$ cat config.mk
export PLATFORM = sky130hd
export DESIGN_NAME = uart_tx_periph
export DESIGN_NICKNAME = d
export VERILOG_FILES = /design/src/rtl/uart_tx_periph_pkg.sv /design/src/rtl/uart_tx_fifo.sv /design/src/rtl/uart_tx_periph.sv
export SDC_FILE = /design/constraint.sdc
export NUM_CORES = 1
export LEC_CHECK = 0
export BUFFER_PORTS_ARGS = -buffer_cell sky130_fd_sc_hd__clkbuf_2
export CORE_ASPECT_RATIO = 1.25
export CORE_MARGIN = 1
export CORE_UTILIZATION = 45
export CTS_CLUSTER_SIZE = 20
export DETAILED_ROUTE_END_ITERATION = 10
export SETUP_SLACK_MARGIN = 0.3
export SKIP_LAST_GASP = 1
export SLEW_MARGIN = 0
export SYNTH_ARGS = -nofsm -noshare
export SYNTH_HDL_FRONTEND = slang
export SYNTH_SLANG_ARGS = --single-unit
$ cat constraint.sdc
create_clock -name clk_i -period 6.9 [get_ports clk_i]
set_input_delay 1.035 -clock clk_i [delete_from_list [all_inputs] [get_ports clk_i]]
set_output_delay 1.035 -clock clk_i [all_outputs]
set_load 0.05 [all_outputs]
$ cat src/rtl/uart_tx_periph_pkg.sv
// Shared definitions for the memory-mapped UART transmitter peripheral.
// Contents: register byte offsets within the 16-byte window, STATUS bit
// positions, and the transmit FSM state type.
package uart_tx_periph_pkg;

    localparam logic [3:0] UART_TXDATA  = 4'h0;
    localparam logic [3:0] UART_STATUS  = 4'h4;
    localparam logic [3:0] UART_BAUDDIV = 4'h8;
    localparam logic [3:0] UART_IRQEN   = 4'hC;

    localparam int unsigned ST_EMPTY = 0;
    localparam int unsigned ST_FULL  = 1;
    localparam int unsigned ST_BUSY  = 2;
    localparam int unsigned ST_OVF   = 3;

    typedef enum logic [1:0] {
        IDLE  = 2'd0,
        START = 2'd1,
        DATA  = 2'd2,
        STOP  = 2'd3
    } uart_state_e;

endpackage

$ cat src/rtl/uart_tx_fifo.sv
// Synchronous byte FIFO feeding the UART transmitter.
// Ports:
//   clk_i, reset_i   clock, synchronous active-high reset
//   push_i, din_i    write strobe and byte; ignored when full
//   pop_i, dout_o    read strobe; dout_o shows the head entry (first-word fall-through)
//   empty_o, full_o  occupancy flags
module uart_tx_fifo #(
    parameter int unsigned FIFO_DEPTH = 8
) (
    input  logic       clk_i,
    input  logic       reset_i,
    input  logic       push_i,
    input  logic       pop_i,
    input  logic [7:0] din_i,
    output logic [7:0] dout_o,
    output logic       empty_o,
    output logic       full_o
);

    localparam int unsigned AW = $clog2(FIFO_DEPTH);

    logic [7:0]  mem_q [FIFO_DEPTH];
    logic [AW-1:0] wptr_q, wptr_d, rptr_q, rptr_d;
    logic [AW:0]   cnt_q, cnt_d;
    logic          push_ok, pop_ok;

    assign empty_o = (cnt_q == '0);
    assign full_o  = (cnt_q == (AW+1)'(FIFO_DEPTH));
    assign dout_o  = mem_q[rptr_q];

    assign push_ok = push_i & ~full_o;
    assign pop_ok  = pop_i & ~empty_o;

    always_comb begin
        wptr_d = wptr_q;
        rptr_d = rptr_q;
        cnt_d  = cnt_q;
        if (push_ok) wptr_d = wptr_q + AW'(1);
        if (pop_ok)  rptr_d = rptr_q + AW'(1);
        case ({push_ok, pop_ok})
            2'b10:   cnt_d = cnt_q + (AW+1)'(1);
            2'b01:   cnt_d = cnt_q - (AW+1)'(1);
            default: cnt_d = cnt_q;
        endcase
    end

    always_ff @(posedge clk_i) begin
        if (reset_i) begin
            wptr_q <= '0;
            rptr_q <= '0;
            cnt_q  <= '0;
        end else begin
            wptr_q <= wptr_d;
            rptr_q <= rptr_d;
            cnt_q  <= cnt_d;
        end
    end

    always_ff @(posedge clk_i) begin
        if (push_ok) mem_q[wptr_q] <= din_i;
    end

endmodule

$ cat src/rtl/uart_tx_periph.sv
// Memory-mapped 8N1 UART transmitter with a byte FIFO and level interrupt.
// Ports:
//   clk_i, reset_i       clock, synchronous active-high reset
//   csb_i, wen_i         active-low chip select / write enable (registered upstream)
//   addr_i               byte offset, [3:2] selects TXDATA/STATUS/BAUDDIV/IRQEN
//   data_i, wmask_i      write data and byte-lane mask
//   data_o               combinational read data, 0 when deselected
//   tx_o                 serial output, idle high
//   irq_o                registered "done" interrupt (enabled, FIFO empty, FSM idle)
module uart_tx_periph
    import uart_tx_periph_pkg::*;
#(
    parameter int unsigned FIFO_DEPTH  = 8,
    parameter logic [15:0] DEFAULT_DIV = 16'd867
) (
    input  logic        clk_i,
    input  logic        reset_i,
    input  logic        csb_i,
    input  logic        wen_i,
    input  logic [3:0]  addr_i,
    input  logic [31:0] data_i,
    input  logic [3:0]  wmask_i,
    output logic [31:0] data_o,
    output logic        tx_o,
    output logic        irq_o
);

    localparam logic [1:0] SEL_TXDATA  = UART_TXDATA[3:2];
    localparam logic [1:0] SEL_STATUS  = UART_STATUS[3:2];
    localparam logic [1:0] SEL_BAUDDIV = UART_BAUDDIV[3:2];
    localparam logic [1:0] SEL_IRQEN   = UART_IRQEN[3:2];

    logic [1:0]  sel;
    logic        wr_en, push, pop;
    logic [7:0]  fifo_dout;
    logic        fifo_empty, fifo_full;

    logic [15:0] div_q, div_d;
    logic        irqen_q, irqen_d;
    logic        ovf_q, ovf_d;
    logic        irq_q, irq_d;

    uart_state_e state_q, state_d;
    logic [15:0] baud_q, baud_d;
    logic [7:0]  shift_q, shift_d;
    logic [2:0]  bit_q, bit_d;
    logic        baud_done, bit_start, data_bit_end, busy;

    logic unused_bits;
    assign unused_bits = ^{addr_i[1:0], data_i[31:16]};

    assign sel   = addr_i[3:2];
    assign wr_en = ~csb_i & ~wen_i;
    assign push  = wr_en & (sel == SEL_TXDATA) & wmask_i[0];

    uart_tx_fifo #(
        .FIFO_DEPTH(FIFO_DEPTH)
    ) u_fifo (
        .clk_i   (clk_i),
        .reset_i (reset_i),
        .push_i  (push),
        .pop_i   (pop),
        .din_i   (data_i[7:0]),
        .dout_o  (fifo_dout),
        .empty_o (fifo_empty),
        .full_o  (fifo_full)
    );

    // Register writes; a dropped push sets overflow after any clear so set wins.
    always_comb begin
        div_d   = div_q;
        irqen_d = irqen_q;
        ovf_d   = ovf_q;
        if (wr_en) begin
            case (sel)
                SEL_STATUS: begin
                    if (wmask_i[0] && data_i[ST_OVF]) ovf_d = 1'b0;
                end
                SEL_BAUDDIV: begin
                    if (wmask_i[0]) div_d[7:0]  = data_i[7:0];
                    if (wmask_i[1]) div_d[15:8] = data_i[15:8];
                end
                SEL_IRQEN: begin
                    if (wmask_i[0]) irqen_d = data_i[0];
                end
                default: ;
            endcase
        end
        if (push && fifo_full) ovf_d = 1'b1;
    end

    // FSM: state register
    always_ff @(posedge clk_i) begin
        if (reset_i) state_q <= IDLE;
        else         state_q <= state_d;
    end

    assign baud_done = (baud_q == '0);

    // FSM: next state and pop request
    always_comb begin
        state_d = state_q;
        pop     = 1'b0;
        case (state_q)
            IDLE: begin
                if (!fifo_empty) begin
                    pop     = 1'b1;
                    state_d = START;
                end
            end
            START: if (baud_done) state_d = DATA;
            DATA:  if (baud_done && bit_q == 3'd7) state_d = STOP;
            STOP: begin
                if (baud_done) begin
                    if (!fifo_empty) begin
                        pop     = 1'b1;
                        state_d = START;
                    end else begin
                        state_d = IDLE;
                    end
                end
            end
            default: state_d = IDLE;
        endcase
    end

    // FSM: outputs
    always_comb begin
        tx_o  = 1'b1;
        busy  = (state_q != IDLE);
        irq_d = irqen_q & fifo_empty & (state_q == IDLE);
        case (state_q)
            START:   tx_o = 1'b0;
            DATA:    tx_o = shift_q[0];
            default: tx_o = 1'b1;
        endcase
    end

    // The divisor is sampled only when a bit begins, so a mid-frame write
    // never stretches or truncates the bit in flight.
    assign data_bit_end = (state_q == DATA) & baud_done;
    assign bit_start    = pop | (((state_q == START) | (state_q == DATA)) & baud_done);

    always_comb begin
        baud_d  = baud_q;
        shift_d = shift_q;
        bit_d   = bit_q;
        if (bit_start)       baud_d = div_q;
        else if (!baud_done) baud_d = baud_q - 16'd1;
        if (pop) begin
            shift_d = fifo_dout;
            bit_d   = '0;
        end else if (data_bit_end) begin
            shift_d = {1'b0, shift_q[7:1]};
            bit_d   = bit_q + 3'd1;
        end
    end

    always_ff @(posedge clk_i) begin
        if (reset_i) begin
            div_q   <= DEFAULT_DIV;
            irqen_q <= 1'b0;
            ovf_q   <= 1'b0;
            irq_q   <= 1'b0;
            baud_q  <= '0;
            shift_q <= '0;
            bit_q   <= '0;
        end else begin
            div_q   <= div_d;
            irqen_q <= irqen_d;
            ovf_q   <= ovf_d;
            irq_q   <= irq_d;
            baud_q  <= baud_d;
            shift_q <= shift_d;
            bit_q   <= bit_d;
        end
    end

    assign irq_o = irq_q;

    always_comb begin
        data_o = '0;
        if (!csb_i) begin
            case (sel)
                SEL_STATUS: begin
                    data_o[ST_EMPTY] = fifo_empty;
                    data_o[ST_FULL]  = fifo_full;
                    data_o[ST_BUSY]  = busy;
                    data_o[ST_OVF]   = ovf_q;
                end
                SEL_BAUDDIV: data_o[15:0] = div_q;
                SEL_IRQEN:   data_o[0]    = irqen_q;
                default:     data_o       = '0;
            endcase
        end
    end

endmodule

After elaboration in Yosys (flattened, before gate mapping)
Memory sizes are Yosys's and may differ from the RTL's. A register that Yosys moved wholly into a read port is not among the register bits.
Index checks and enable logic that the tools add are counted.
- mux-type cells: 27
- reductions and logical operators: 19
- equal/unequal tests: 15
- bitwise operators: 15
- add/subtract/negate cells: 6
- operators with widths (cell ; number):
    16-bit two-way mux ; 3
    16-bit zero test ; 1
    8-bit two-way mux ; 2
    16-bit by 1-bit subtractor with 16-bit output (second input constant) ; 1
    12-bit two-way mux ; 1
    3-bit AND reduction ; 4
    2-bit nonzero test ; 6
    2-bit == test (second input constant) ; 5
    3-bit by 1-bit adder with 3-bit output (second input constant) ; 3
    1-bit bitwise AND ; 9
    1-bit two-way mux ; 9
    2-bit two-way mux ; 4
    2-bit inequality test (second input constant) ; 4
    2-bit case mux with 4 select lines ; 1
    4-bit case mux with 2 select lines ; 1
    2-bit by 1-bit == test with 1-bit output (second input constant) ; 3
    3-bit two-way mux ; 2
    3-bit case mux with 2 select lines ; 1
    4-bit by 1-bit adder with 4-bit output (second input constant) ; 1
    4-bit == test (second input constant) ; 1
    2-bit zero test ; 2
    4-bit zero test ; 1
    1-bit NOT ; 4
    1-bit case mux with 2 select lines ; 2
    8 further kinds ; 11
- memories kept: 1
- bits in writable memories: 64
- output and inout port bits: 34
- flip-flop bits (word level): 58
- word-level logic and storage cells: 95
- input bits: 44
- memory list (name ; depth ; bits a word ; read ports ; clocked after memory_dff ; wr ports ; RTL line ; text):
    u_fifo.mem_q ; 8 ; 8 ; 1 ; 1 ; 1 ; uart_tx_fifo.sv:22 ; logic [7:0] mem_q [FIFO_DEPTH];

Longest topological paths before layout
Gate-level depths: netlist of the first run.
- word-level depth: 7
- gate-level depth with buffers: 14
- depth with buffers taken out: 13

Hierarchy
Synthesis of the first run repeated with hierarchy kept, for this count alone.
- cells, all modules: 506
- area total of the unflattened synthesis: 5869.4 um2
- modules (own cells, without submodules) (module ; cells an instance ; area each (um2) ; seq. area each (um2) ; times used):
    uart_tx_fifo ; 167 ; 3150.5 ; 2182.1 ; 1
    uart_tx_periph ; 339 ; 2718.9 ; 960.9 ; 1

Worst setup path before layout of the first run
Ideal clock, no wire load.
- path type: input -> output
- start point: in addr_i[2]
- end point: out data_o[0]
- buffers on the path: 1
- stages on the path: 5
- arrival time: 2.673 ns
- required time: 5.865 ns
- setup slack: 3.192 ns
- path through: inv_1 -> ha_1 -> clkbuf_1 -> a222oi_1 -> nor3_1
- word-level cells in the longest chain between the ends: 3
- elaborated cells between the ends (all ways): 5
- classes of those cells: eq/ne: 3; mux: 2
- RTL lines (item ; RTL line ; text):
    start, declared ; uart_tx_periph.sv:20 ; input logic [3:0] addr_i,
    2-bit == test or 2-bit by 1-bit == test with 1-bit output (tied branches) ; uart_tx_periph.sv:184 ; case (sel)
    1-bit case mux with 3 select lines * ; uart_tx_periph.sv:184 ;
    16-bit two-way mux * ; uart_tx_periph.sv:183 ; if (!csb_i) begin
    end, declared ; uart_tx_periph.sv:23 ; output logic [31:0] data_o,
Mark *: on every way between the ends. The rest lies on a longest branch, timed or not.

Worst setup path after layout of the first run
- start point: in addr_i[2]
- end point: out data_o[15]
- word-level cells in the longest chain between the ends: 3
- RTL lines (item ; RTL line):
    2-bit == test ; uart_tx_periph.sv:184
    12-bit two-way mux ; uart_tx_periph.sv:184
    16-bit two-way mux ; uart_tx_periph.sv:183
No other way between the ends.

==> flow_summary.toml, run 1 <==
[run_status]
outcome = "completed"

[setup_path]
critPathKind = "in -> out"
cp_data_required_time_ns = 5.86
start_kind = "input port"
worstPathMaxFanout = 12
reg2regPathDepth = 11
cp.arrival_ns = 2.73
crit_path_end_kind = "primary output"

[sta]
hold_viol_final = 0
tightest_slew_ns = 0.8291
clock_skew_ns = 0.005835
grt_setup_unrepaired = "no"
slew_viol_final = 0
fin_tns_setup_ns = 0
worst_slew_margin_rel_pct = 44.52
setup_viol = 0
fin_crit_ns = 3.760
period_share_pct = 54.50
whs_ns = 0.4633
max_freq_mhz = 265.9

[route]
post-route-drc-count = 0
wire_per_inst_um = 16.97
viasPerCell = 5.467
first_pass_iters = 4
wirelength_um = 12220
postRouteAntennaNets = 0
vias = 3936
drtIter0Drc = 150

[logic_synthesis]
synth_adder_area_share_pct = 4.121
synthSimpleGateAreaFrac_pct = 16.96
synthTopCellsByArea = "edfxtp_1 (33%), dfxtp_1 (21%), mux4_2 (6.2%)"
synth_flop_cell = "edfxtp_1"
async_reset_ff_share_pct = 0
yosys.area.top_type_share_pct = 33.31
syn-instance-count = 501
avgSynthCellArea_sq_um = 11.52
synth_mux_area_share_pct = 7.482
synth_edf_count = 64
syn_area_sq_um = 5769
ys_warn_count = 0
synth_top_family_by_area = "simple AND/OR/NAND/NOR gates"
synth-compound-area-share_pct = 9.694
synthXorXnorAreaFrac_pct = 2.429
ys_seq_area_share_pct = 54.48
yosys.area.top_type = "edfxtp_1"
ys_ff_latch = 125
yosysUniqueCellTypes = 54

[grt]
grt_util_all_layers_pct = 20.51
grt_first_pass_wirelength_um = 19890
antenna_found_initial = 0
gr-total-overflow = 0
grt_max_degree = 58
grt_pass1_vias = 3985

[clocking]
clk-insertion-delay-late_ns = 0.41
post_cts_buffers = 0
root_buffer = "clkbuf_16"
cts_hold_buf = 0
cts_made_buffers = 17
cts_resized = 0
clockBufferDepth = 2
cts_max_level = 4
cts.sinks = 125
clkTransAtPathRegs_ns = 0.05
cts_tree = "built"

[floorplanning]
rows = 45
die_x_um = 103.3
core_sq_um = 12330
start_util_pct = 46.79
num_io_pins = 78
die_h_um = 128.6
dieArea_sq_um = 13280

[placed_design]
dpl.hpwl_um = 8432
placed_cells = 688
globalplace.congestion = 0.8076
io_buffers = 41

[power_and_ir_drop]
p_leak_nw = 2.475
vdd_ir_drop_max_mv = 0.2353
power_density_nw_per_um2 = 394.3

[cells_and_area]
fin_cells = 720
num-fill-cells = 1074
drive_above_1_share_pct = 18.53
antenna_cells = 0
layout.nets = 606
area_growth_pct = 15.83

[run]
cap_violations = 0

[worst_hold_path]
worst_hold_path_type = "reg -> reg"
hold_depth = 2
report_power, final:
| group | internal (W) | total (W) | switching (W) |
|---|---|---|---|
| Clock | 0.000604 | 0.000915 | 0.000311 |
| Sequential | 0.000844 | 0.000920 | 0.0000757 |
| Combinational | 0.000317 | 0.000800 | 0.000483 |
layout make-up:
cell class / count / area [sq um] / share of cell area (%)
Timing Repair Buffer: 49 / 265.3 / 3.969
Inverter: 11 / 41.29 / 0.6179
Tap cell: 164 / 205.2 / 3.071
Clock inverter: 10 / 136.4 / 2.041
Multi-Input combinational cell: 339 / 2407 / 36.02
Sequential cell: 125 / 3143 / 47.03
Clock buffer: 22 / 484.2 / 7.246
layout by cell type, fill, tap and decap left out, types with 10 or more instances in the layout:
cell / Yosys / routed
a211oi_1: 11 / 11
a21oi_1: 23 / 23
nor2_1: 31 / 31
nand3_1: 14 / 14
nand2_1: 62 / 62
nor2b_1: 10 / 10
and2_1: 12 / 12
clkbuf_16: 0 / 17
nor3_1: 12 / 12
inv_1: 10 / 10
mux4_2: 16 / 16
ha_1: 19 / 19
clkbuf_2: 0 / 41
dfxtp_1: 61 / 61
edfxtp_1: 64 / 64
xor2_1: 11 / 11
conb_1: 1 / 16
final timing paths:
path | start | end | slack [ns]
setup / recovery | addr_i[2] | data_o[15] | 3.14
hold / removal | ovf_q | ovf_q | 0.46
setup reg to reg | baud_q[2] | u_fifo.cnt_q[2] | 3.26
hold reg to reg | ovf_q | ovf_q | 0.46
stage by stage:
stage                     utilization, %  total power, W  area, sq um  setup slack, ns
after global routing               54.20        0.002788         6683            2.938
after global placement             49.16        0.001713         6062            3.218
final                              54.20        0.002635         6683            3.140
after CTS                          54.20        0.002655         6683            3.116
after floorplan                        -        0.001605         5826            3.192
after detailed placement           49.16        0.001735         6062            3.117
worst max-delay path, cell delays in order:
cell and delay [ns]:
clkbuf_2 0.10, inv_1 0.10, ha_1 0.34, nor2b_1 0.64, and2_1 0.24, clkbuf_2 0.28
kinds of logic (layout without fill, tap and decap cells):
group / count (synthesis) / count (layout)
adders and majority gates: 19 / 19
AOI/OAI and AO/OA: 76 / 76
xor gates and xnor gates: 16 / 16
other: 1 / 16
DFF: 125 / 125
and+or+nand+nor: 189 / 189
buffers and inverters: 52 / 92
muxes: 23 / 23
per-layer routing:
layer	global-route usage, %	wire, um	vias up
met3	4.508	482	29
met2	35.88	6449	91
met1	22.80	4880	1902
met4	11.52	407	0
li1	-	-	1914
met5	0	0	-
state kept, by name, indices dropped and copies added (netlist names), named ones only:
register       flops
ovf_q              1
u_fifo.wptr_q      3
div_q             16
irq_o              1
state_q            2
bit_q              3
irqen_q            1
u_fifo.mem_q      64
shift_q            8
u_fifo.cnt_q       4
u_fifo.rptr_q      3
baud_q            16
cell usage after synthesis (6+ instances only):
cell type,n
nor3_1,12
nor2b_1,10
xor2_1,11
nor2_1,31
a311oi_1,8
nand3b_1,7
mux2i_1,6
o21ai_0,6
nand2_1,62
ha_1,19
dfxtp_1,61
edfxtp_1,64
nand2b_1,7
mux4_2,16
a211oi_1,11
buf_2,7
a21oi_1,23
nor4_1,7
buf_4,17
clkbuf_1,15
and2_1,12
a22oi_1,8
inv_1,10
nand3_1,14
(Power assumes the default switching activity.)
==> run 2: changes to the inputs <==
Clock period 6.9 ns to 3.5 ns, I/O delays scaled along.
==> run 2 against run 1 <==
Effect of this change:
- final cell count increased by 1.3%
- die area unchanged
- sequential cell count unchanged
- non-clock buffer count increased by 9
- clock power increased by 75%
- first-iteration DRC count increased by 6.7%
- critical path depth increased by 4
- design area about the same
- critical path type is now reg -> reg
- clock skew increased by 0.0038 ns
==> flow_summary.toml, run 2 (synthesis results as in run 1) <==
[power_and_ir_drop]
p_leak_nw = 2.504
combPwrFrac_pct = 32.4
vdd_ir_drop_max_mv = 0.4041
pwr-share-seq_pct = 36.5
swShare_pct = 34.21
power_density_nw_per_um2 = 769.8
p_clk_share_pct = 31.1
power.internal_w = 0.003385
p_sw_w = 0.001761

[route]
wire_per_inst_um = 17.29
first_pass_iters = 5
post-route-drc-count = 0
drtIter0Drc = 160
postRouteAntennaNets = 0
wirelength_um = 12600
vias = 4001
viasPerCell = 5.488

[setup_path]
crit_path_end_kind = "flip-flop"
worstPathMaxFanout = 10
critPathKind = "reg -> reg"
start_kind = "flip-flop"
cp_data_required_time_ns = 3.82
cp.arrival_ns = 3.31

[cells_and_area]
top_regs = "u_fifo.mem_q x64, baud_q x16, div_q x16"
largest_register_ff_count = 64
layout_commonest_cell = "edfxtp_1"
antenna_cells = 0
post-route-util_pct = 54.22
num-fill-cells = 1048
largest_register = "u_fifo.mem_q"
final-seq-area_sq_um = 3143
area_growth_pct = 15.88
final_cell_mix = "edfxtp_1 (64), nand2_1 (62), dfxtp_1 (61), clkbuf_2 (41), nor2_1 (30)"
drive_above_1_share_pct = 19.82
multi_input_area_sq_um = 2410
layout.nets = 615

[clocking]
cts.sinks = 125
cts_made_buffers = 17
clkTransAtPathRegs_ns = 0.06
cts_hold_buf = 0
clk-insertion-delay-late_ns = 0.41
cts_max_level = 4
clockBufferDepth = 2
root_buffer = "clkbuf_16"
cts_tree = "built"

[grt]
gr-total-overflow = 0
grt_util_all_layers_pct = 20.72
grt_first_pass_wirelength_um = 20150
grt_max_degree = 44
antenna_found_initial = 0
grt_pass1_vias = 4010

[sta]
max_freq_mhz = 335.0
slew_viol_final = 0
worst_slew_margin_rel_pct = 40.86
fin_tns_setup_ns = 0
tightest_slew_ns = 0.8872
clock_skew_ns = 0.009659
period_share_pct = 85.28
setup_viol = 0
hold_viol_final = 0
fin_crit_ns = 2.985
grt_setup_unrepaired = "no"

[floorplanning]
num_io_pins = 78
die_h_um = 128.6
dieArea_sq_um = 13280
core_sq_um = 12330
start_util_pct = 46.79
rows = 45
die_x_um = 103.3

[worst_hold_path]
worst_hold_path_type = "in -> reg"

[placed_design]
io_buffers = 41
globalplace.congestion = 0.8053
dpl.hpwl_um = 8940

[run_status]
outcome = "completed"

[run]
cap_violations = 0
## run 2: path summary, 6_finish.rpt
check / startpoint / cells past startpoint / endpoint / slack, ns
worst min-delay path: data_i[8] / 3 / div_q[8] / 0.33
worst max-delay path: u_fifo.cnt_q[0] / 10 / u_fifo.cnt_q[2] / 0.52
worst max register to register: u_fifo.cnt_q[0] / 10 / u_fifo.cnt_q[2] / 0.52
worst min register to register: ovf_q / 2 / ovf_q / 0.46
## run 2: layout make-up
class / count / share of cell area, %
flip-flops and latches: 125 / 47.01
multi-input cells: 339 / 36.05
clock buffers: 25 / 7.730
repair buffers: 58 / 4.978
well taps: 164 / 3.069
inverters: 11 / 0.6176
clock inverters: 7 / 0.5428
## run 2: repair_timing
item | CTS | global route
setup buffers | 0 | 0
resized for setup | 0 | 1
setup endpoints to repair | 0 | 1
## run 2: worst max-delay path, cell delays in order, from the launching register on
cell and delay, ns:
dfxtp_1 0.44, or4b_2 0.71, and4_1 0.28, inv_1 0.21, ha_1 0.27, xor2_1 0.17
ha_1 0.16, a21oi_1 0.05, xor2_1 0.17, or3_1 0.31, a21oi_1 0.14
## run 2: power by group through the flow
| stage | registers [W] | clock network [W] | logic (W) |
|---|---|---|---|
| finish | 0.00188 | 0.00160 | 0.00167 |
| floorplan | 0.00181 | 0 | 0.00136 |
| detailed placement | 0.00191 | 0 | 0.00166 |
| global route | 0.00190 | 0.00170 | 0.00185 |
| global placement | 0.00190 | 0 | 0.00162 |
| CTS | 0.00188 | 0.00164 | 0.00166 |
## run 2: stage by stage
| stage | instances | hold slack, ns | cell area, sq um | worst slack, ns | power (W) |
|---|---|---|---|---|---|
| 6_report | 729 | 0.3344 | 6685 | 0.5152 | 0.005146 |
| 4_1_cts | 729 | 0.3131 | 6683 | 0.3910 | 0.005186 |
| 3_5_place_dp | 697 | 0.4549 | 6130 | 0.4233 | 0.003565 |
| 2_1_floorplan | 516 | 0.4360 | 5826 | 0.6846 | 0.003164 |
| 5_1_grt | 729 | 0.3431 | 6685 | 0.3499 | 0.005444 |
| 3_3_place_gp | 697 | 0.4441 | 6130 | 0.4868 | 0.003521 |
## run 2: layer usage
layer	track usage (%)	vias to the layer above	part of all wire [%]
met1	22.63	1967	41
met4	11.18	0	2.6
met5	0	-	0
met2	37.14	84	54
li1	-	1928	-
met3	4.237	22	2.4
